<file path="src/rtl/baccarat_pkg.sv">
// Shared types, constants and helper functions for the baccarat hand datapath.
package baccarat_pkg;

  typedef logic [3:0] card_t;

  localparam card_t       RANK_EMPTY = 4'd0;
  localparam card_t       RANK_ACE   = 4'd1;
  localparam card_t       RANK_KING  = 4'd13;
  localparam logic [15:0] LFSR_MASK  = 16'hB400;

  // Tens and faces count zero; empty and out-of-range ranks also fall out as zero.
  function automatic card_t card_value(input card_t rank);
    return ((rank > 4'd9) || (rank > RANK_KING)) ? RANK_EMPTY : rank;
  endfunction

  function automatic logic [3:0] hand_score(input card_t c1, input card_t c2, input card_t c3);
    logic [4:0] sum;
    logic [4:0] rem;
    sum = {1'b0, card_value(c1)} + {1'b0, card_value(c2)} + {1'b0, card_value(c3)};
    rem = sum % 5'd10;
    return rem[3:0];
  endfunction

  function automatic card_t lfsr_rank(input logic [15:0] state);
    logic [7:0] rem;
    rem = state[7:0] % 8'd13;
    return rem[3:0] + RANK_ACE;
  endfunction

endpackage

</file>
<file path="src/rtl/baccarat_hand_datapath_card_source.sv">
// Card source: free-running Galois LFSR mapped to ranks 1..13.
// Optional DEAL_FORCE_EN adds a forced-rank override; the LFSR keeps stepping either way.
module card_source
  import baccarat_pkg::*;
#(
  parameter logic [15:0] SEED = 16'hACE1
) (
  input  logic        slow_clock,
  input  logic        resetb,
`ifdef DEAL_FORCE_EN
  input  logic        i_force_en,
  input  logic [3:0]  i_force_card,
`endif
  output card_t       o_dealt
);

  logic [15:0] r_lfsr;
  logic [15:0] w_lfsr_next;
  card_t       w_rank;

  always_comb begin
    w_lfsr_next = {1'b0, r_lfsr[15:1]} ^ (r_lfsr[0] ? LFSR_MASK : 16'h0000);
    w_rank      = lfsr_rank(r_lfsr);
  end

  always_ff @(posedge slow_clock) begin
    if (!resetb) begin
      r_lfsr <= SEED;
    end else begin
      r_lfsr <= w_lfsr_next;
    end
  end

`ifdef DEAL_FORCE_EN
  always_comb o_dealt = i_force_en ? i_force_card : w_rank;
`else
  always_comb o_dealt = w_rank;
`endif

endmodule

</file>
<file path="src/rtl/baccarat_hand_datapath.sv">
// Hand registers, score adders and the player third-card bypass.
// Define DEAL_FORCE_EN to expose force_en/force_card for forced deals.
module baccarat_hand_datapath
  import baccarat_pkg::*;
#(
  parameter logic [15:0] SEED = 16'hACE1
) (
  input  logic       slow_clock,
  input  logic       resetb,
  input  logic       load_pcard1,
  input  logic       load_pcard2,
  input  logic       load_pcard3,
  input  logic       load_dcard1,
  input  logic       load_dcard2,
  input  logic       load_dcard3,
`ifdef DEAL_FORCE_EN
  input  logic       force_en,
  input  logic [3:0] force_card,
`endif
  output logic [3:0] pcard1_out,
  output logic [3:0] pcard2_out,
  output logic [3:0] pcard3,
  output logic [3:0] dcard1_out,
  output logic [3:0] dcard2_out,
  output logic [3:0] dcard3_out,
  output logic [3:0] pscore,
  output logic [3:0] dscore
);

  card_t w_dealt;
  card_t r_pcard1, r_pcard2, r_pcard3;
  card_t r_dcard1, r_dcard2, r_dcard3;

  card_source #(
    .SEED(SEED)
  ) u_card_source (
    .slow_clock  (slow_clock),
    .resetb      (resetb),
`ifdef DEAL_FORCE_EN
    .i_force_en  (force_en),
    .i_force_card(force_card),
`endif
    .o_dealt     (w_dealt)
  );

  always_ff @(posedge slow_clock) begin
    if (!resetb) begin
      r_pcard1 <= RANK_EMPTY;
      r_pcard2 <= RANK_EMPTY;
      r_pcard3 <= RANK_EMPTY;
      r_dcard1 <= RANK_EMPTY;
      r_dcard2 <= RANK_EMPTY;
      r_dcard3 <= RANK_EMPTY;
    end else begin
      if (load_pcard1) r_pcard1 <= w_dealt;
      if (load_pcard2) r_pcard2 <= w_dealt;
      if (load_pcard3) r_pcard3 <= w_dealt;
      if (load_dcard1) r_dcard1 <= w_dealt;
      if (load_dcard2) r_dcard2 <= w_dealt;
      if (load_dcard3) r_dcard3 <= w_dealt;
    end
  end

  // Bypass lets the controller see the player's third card in the cycle it is dealt.
  always_comb begin
    pcard1_out = r_pcard1;
    pcard2_out = r_pcard2;
    pcard3     = load_pcard3 ? w_dealt : r_pcard3;
    dcard1_out = r_dcard1;
    dcard2_out = r_dcard2;
    dcard3_out = r_dcard3;
    pscore     = hand_score(r_pcard1, r_pcard2, r_pcard3);
    dscore     = hand_score(r_dcard1, r_dcard2, r_dcard3);
  end

endmodule

</file>
<file path="config.mk">
export PLATFORM = sky130hd
export DESIGN_NAME = baccarat_hand_datapath
export DESIGN_NICKNAME = d
export VERILOG_FILES = /design/src/rtl/baccarat_pkg.sv /design/src/rtl/baccarat_hand_datapath_card_source.sv /design/src/rtl/baccarat_hand_datapath.sv
export SDC_FILE = /design/constraint.sdc
export NUM_CORES = 1
export LEC_CHECK = 0
export ABC_AREA = 1
export CAP_MARGIN = 10
export CELL_PAD_IN_SITES_DETAIL_PLACEMENT = 0
export CELL_PAD_IN_SITES_GLOBAL_PLACEMENT = 1
export CORE_ASPECT_RATIO = 0.6
export CORE_UTILIZATION = 40
export CTS_CLUSTER_DIAMETER = 200
export DETAILED_ROUTE_END_ITERATION = 16
export PLACE_DENSITY_LB_ADDON = 0.25
export RECOVER_POWER = 25
export SYNTH_ARGS = -nofsm -noshare
export SYNTH_HDL_FRONTEND = slang
export SYNTH_HIERARCHICAL = 1
export SYNTH_SLANG_ARGS = --single-unit
</file>
<file path="constraint.sdc">
create_clock -name slow_clock -period 5.15 [get_ports slow_clock]
set_input_delay 1.03 -clock slow_clock [delete_from_list [all_inputs] [get_ports slow_clock]]
set_output_delay 1.03 -clock slow_clock [all_outputs]
set_load 0.02 [all_outputs]
</file>
==> flow_summary_export.csv, run 1 <==
group,metric,value,unit
run_status,outcome,"finished, final reports clean",
timing,drv_slew,0,
setup_path,crit_buf_inv,3,
yosys,synth-compound-area-share,10.5,%
yosys,yosys_warnings,6,
setup_path,crit_path_max_incr_delay,0.60,ns
setup_path,cp.arrival,3.87,ns
placement,place_inst,560,
global_routing,gr-total-overflow,0,
timing,setup_viol,0,
clock_tree,clkSlewWorstSetupHoldPaths,0.06,ns
hold_path,hold_path.startpoint,"u_card_source/r_lfsr[8]",
global_routing,antenna_found_initial,0,
finish,areaGrowthSynthToFinish,24.6,%
yosys,synthXorXnorAreaFrac,2.07,%
setup_path,crit_family,"adder cells",
job,drv_cap,0,
clock_tree,cts.sinks,40,
clock_tree,cts-buffers-inserted,5,
floorplan,coreArea,6910,sq um
timing,post-route-period-util,95.1,%
yosys,synthAdderAreaFrac,13.1,%
hold_path,hold-path-endpoint,"u_card_source/r_lfsr[7]",
detailed_routing,drc,0,
yosys,ys_ff_latch,40,
setup_path,cp_data_required_time,4.12,ns
clock_tree,clockRootBuffer,"clkbuf_16",
timing,hold_violations,0,
timing,finalClockSkew,0.00252,ns
setup_path,path_depth,17,
clock_tree,htreeDepth,2,
floorplan,die_y,68.7,microns
clock_tree,cts-hold-fix-buffers,0,
setup_path,r2r_end,"dcard3_out[2]",
yosys,synth_area,2960,sq um
hold_path,holdCritPathClass,"flip-flop to flip-flop",
detailed_routing,vias,2701,
yosys,synthMuxAreaShare,0,%
yosys,synth_cell_types,31,
timing,period_needed,4.90,ns
finish,final_common_cell,"nand2_1",
clock_tree,cts_tree,"done",
setup_path,r2r-start,"u_card_source/r_lfsr[6]",
hold_path,hold_depth,1,
global_routing,first_global_vias,2337,
floorplan,dieArea,7770,sq um
finish,layout_common_cells,"nand2_1 (99), inv_1 (69), nand3_1 (43)",
global_routing,grt_max_degree,33,
setup_path,critPathKind,"flip-flop to output pin",
detailed_routing,drt-pass1-iter-count,4,
finish,antennaDiodeCount,0,
floorplan,rows,23,
detailed_routing,drt_iter0_drc,158,
setup_path,crit_slowest_cell,"clkdlybuf4s50_1",
timing,rsz0062_at_grt,"yes",
yosys,yosys.area_share.simple,37.5,%
setup_path,cp_max_fo,4,
finish,drive_gt1_share,16.0,%
global_routing,grt_pass1_wl,11200,microns
detailed_routing,drt_wl_total,6750,microns
yosys,synth_nets,465,
setup_path,r2r.worst_path.cells,30,
setup_path,crit_start,"dcard2_out[2]",
global_routing,track_usage,18.6,%
finish,fin_cells,569,
setup_path,cp-end-kind,"output pin",
floorplan,initial_core_util,42.9,%
clock_tree,clkLatencyLatePin,0.28,ns
timing,tns,0,ns
setup_path,r2r_slack,1.47,ns
detailed_routing,avgViaCountPerCell,4.75,
timing,worst_pin_slew,0.992,ns
yosys,synth_top_family_by_area,"simple AND/OR/NAND/NOR gates",
setup_path,cp-start-kind,"flip-flop",
finish,fin_nets,514,
detailed_routing,post_drt_wl_per_cell,11.9,microns
setup_path,crit_chain,"o21a_1, nor2_1, fa_1, ha_1, fa_1, xnor2_1, inv_1, nand3_1, o21ai_1, inv_1, ha_1, nor2_1, o21ai_0, nand2_1, nand3_1, nand2_1, clkdlybuf4s50_1",
timing,fmax,204,MHz
placement,portBuffers,39,
placement,gp_congestion,0.811,
timing,relSlewSlack,33.6,%
detailed_routing,ant_nets,0,
floorplan,die_x,113,microns
yosys,syn_inst,432,
yosys,post_synth.cell_area_avg,6.86,sq um
floorplan,ios,40,
yosys,yosysSeqAreaShare,27.0,%
clock_tree,cts.path.max_buffers,2,
placement,hpwl,5450,microns
## area by class of cell
class                           count  area, sq um
Fill cell                         672         3210
Multi-Input combinational cell    314         1910
Sequential cell                    40          810
Timing Repair Buffer               45          419
Inverter                           75          282
Clock buffer                        5          125
Tap cell                           87          109
Clock inverter                      3         42.5
## through the flow
step | hold WS (ns) | utilization [%] | area, sq um | worst slack, ns
after floorplan | 0.390 | - | 2960 | 0.760
after global placement | 0.394 | 50.5 | 3490 | 0.0410
after detailed placement | 0.400 | 50.5 | 3490 | 0.0343
after CTS | 0.410 | 53.0 | 3660 | 0.0342
after global routing | 0.422 | 53.5 | 3690 | -0.0907
final | 0.411 | 53.5 | 3690 | 0.252
## cells in the mapped netlist
master / instances / area, sq um
nand4_2: 1 / 12.5
xor2_1: 4 / 35.0
nand3_2: 4 / 40.0
nor2_1: 40 / 150
or2_4: 1 / 8.76
xnor2_1: 3 / 26.3
nor2_2: 1 / 6.26
nor2_4: 2 / 22.5
o21bai_4: 1 / 18.8
fa_1: 10 / 200
o21ai_4: 1 / 16.3
o21ai_0: 27 / 135
nand2_2: 14 / 87.6
nand4_1: 3 / 18.8
inv_1: 69 / 259
clkinv_1: 1 / 3.75
nand3b_1: 1 / 7.51
o211ai_1: 1 / 7.51
ha_1: 15 / 188
inv_2: 5 / 18.8
or2_2: 3 / 18.8
nand2_1: 100 / 375
a21oi_1: 20 / 100
clkbuf_1: 3 / 11.3
nand3_1: 44 / 220
o21ai_1: 2 / 10.0
nand3_4: 1 / 17.5
and2_1: 2 / 12.5
nand2_4: 10 / 113
dfxtp_1: 40 / 801
o21a_1: 3 / 22.5
## state kept, by name (all words and copies together) (netlist names)
register,count
dcard2_out,4
dcard1_out,4
pcard2_out,4
u_card_source/r_lfsr,16
r_pcard3,4
dcard3_out,4
pcard1_out,4
## cells by family after synthesis
| kind of cell | Yosys count |
|---|---|
| buffers and inverters | 78 |
| DFF | 40 |
| AOI/OAI and AO/OA | 55 |
| xor gates and xnor gates | 7 |
| and+or+nand+nor | 227 |
| adders and majority gates | 25 |
## worst max-delay path by stage
| stage | slack, ns | end |
|---|---|---|
| global route | -0.09 | pcard3[2] |
| detailed placement | 0.03 | pscore[3] |
| floorplan | 0.76 | pscore[2] |
| finish | 0.25 | dscore[2] |
| global placement | 0.04 | pscore[3] |
| CTS | 0.03 | pcard3[0] |
## layer usage
layer / global-route usage (%) / routed length, microns / up-vias
met3: 4.37 / 324 / 2
li1: - / - / 1452
met5: 0 / 0 / -
met1: 29.4 / 3960 / 1196
met2: 24.4 / 2440 / 51
met4: 3.95 / 23 / 0
## worst reg2reg max path: cells and delay by family, from the launching register on
| family | cells | cell delay [ns] |
|---|---|---|
| fa+ha+maj | 2 | 0.40 |
| compound gates | 4 | 0.51 |
| buf+inv | 5 | 0.48 |
| xor+xnor | 1 | 0.18 |
| simple gates | 18 | 1.68 |
| flops | 1 | 0.36 |
## repair_timing
action / CTS / global route
pin swaps: 0 / 1
gates resized for setup: 8 / 27
buffers inserted: 0 / 1
setup endpoints to repair: 6 / 10
Power of run 1 is not shown: default switching activity piles up to over one toggle a cycle in this logic, so the estimate is an artifact.
==> run 2, diff against run 1 <==
Settings changed: CTS_BUF_LIST set to sky130_fd_sc_hd__clkbuf_16, SLEW_MARGIN set to 10.
==> results of run 2 <==
Same layout as run 1: the final DEF is identical, and so are final timing and power.
Power of run 2 is left out for the same reason.
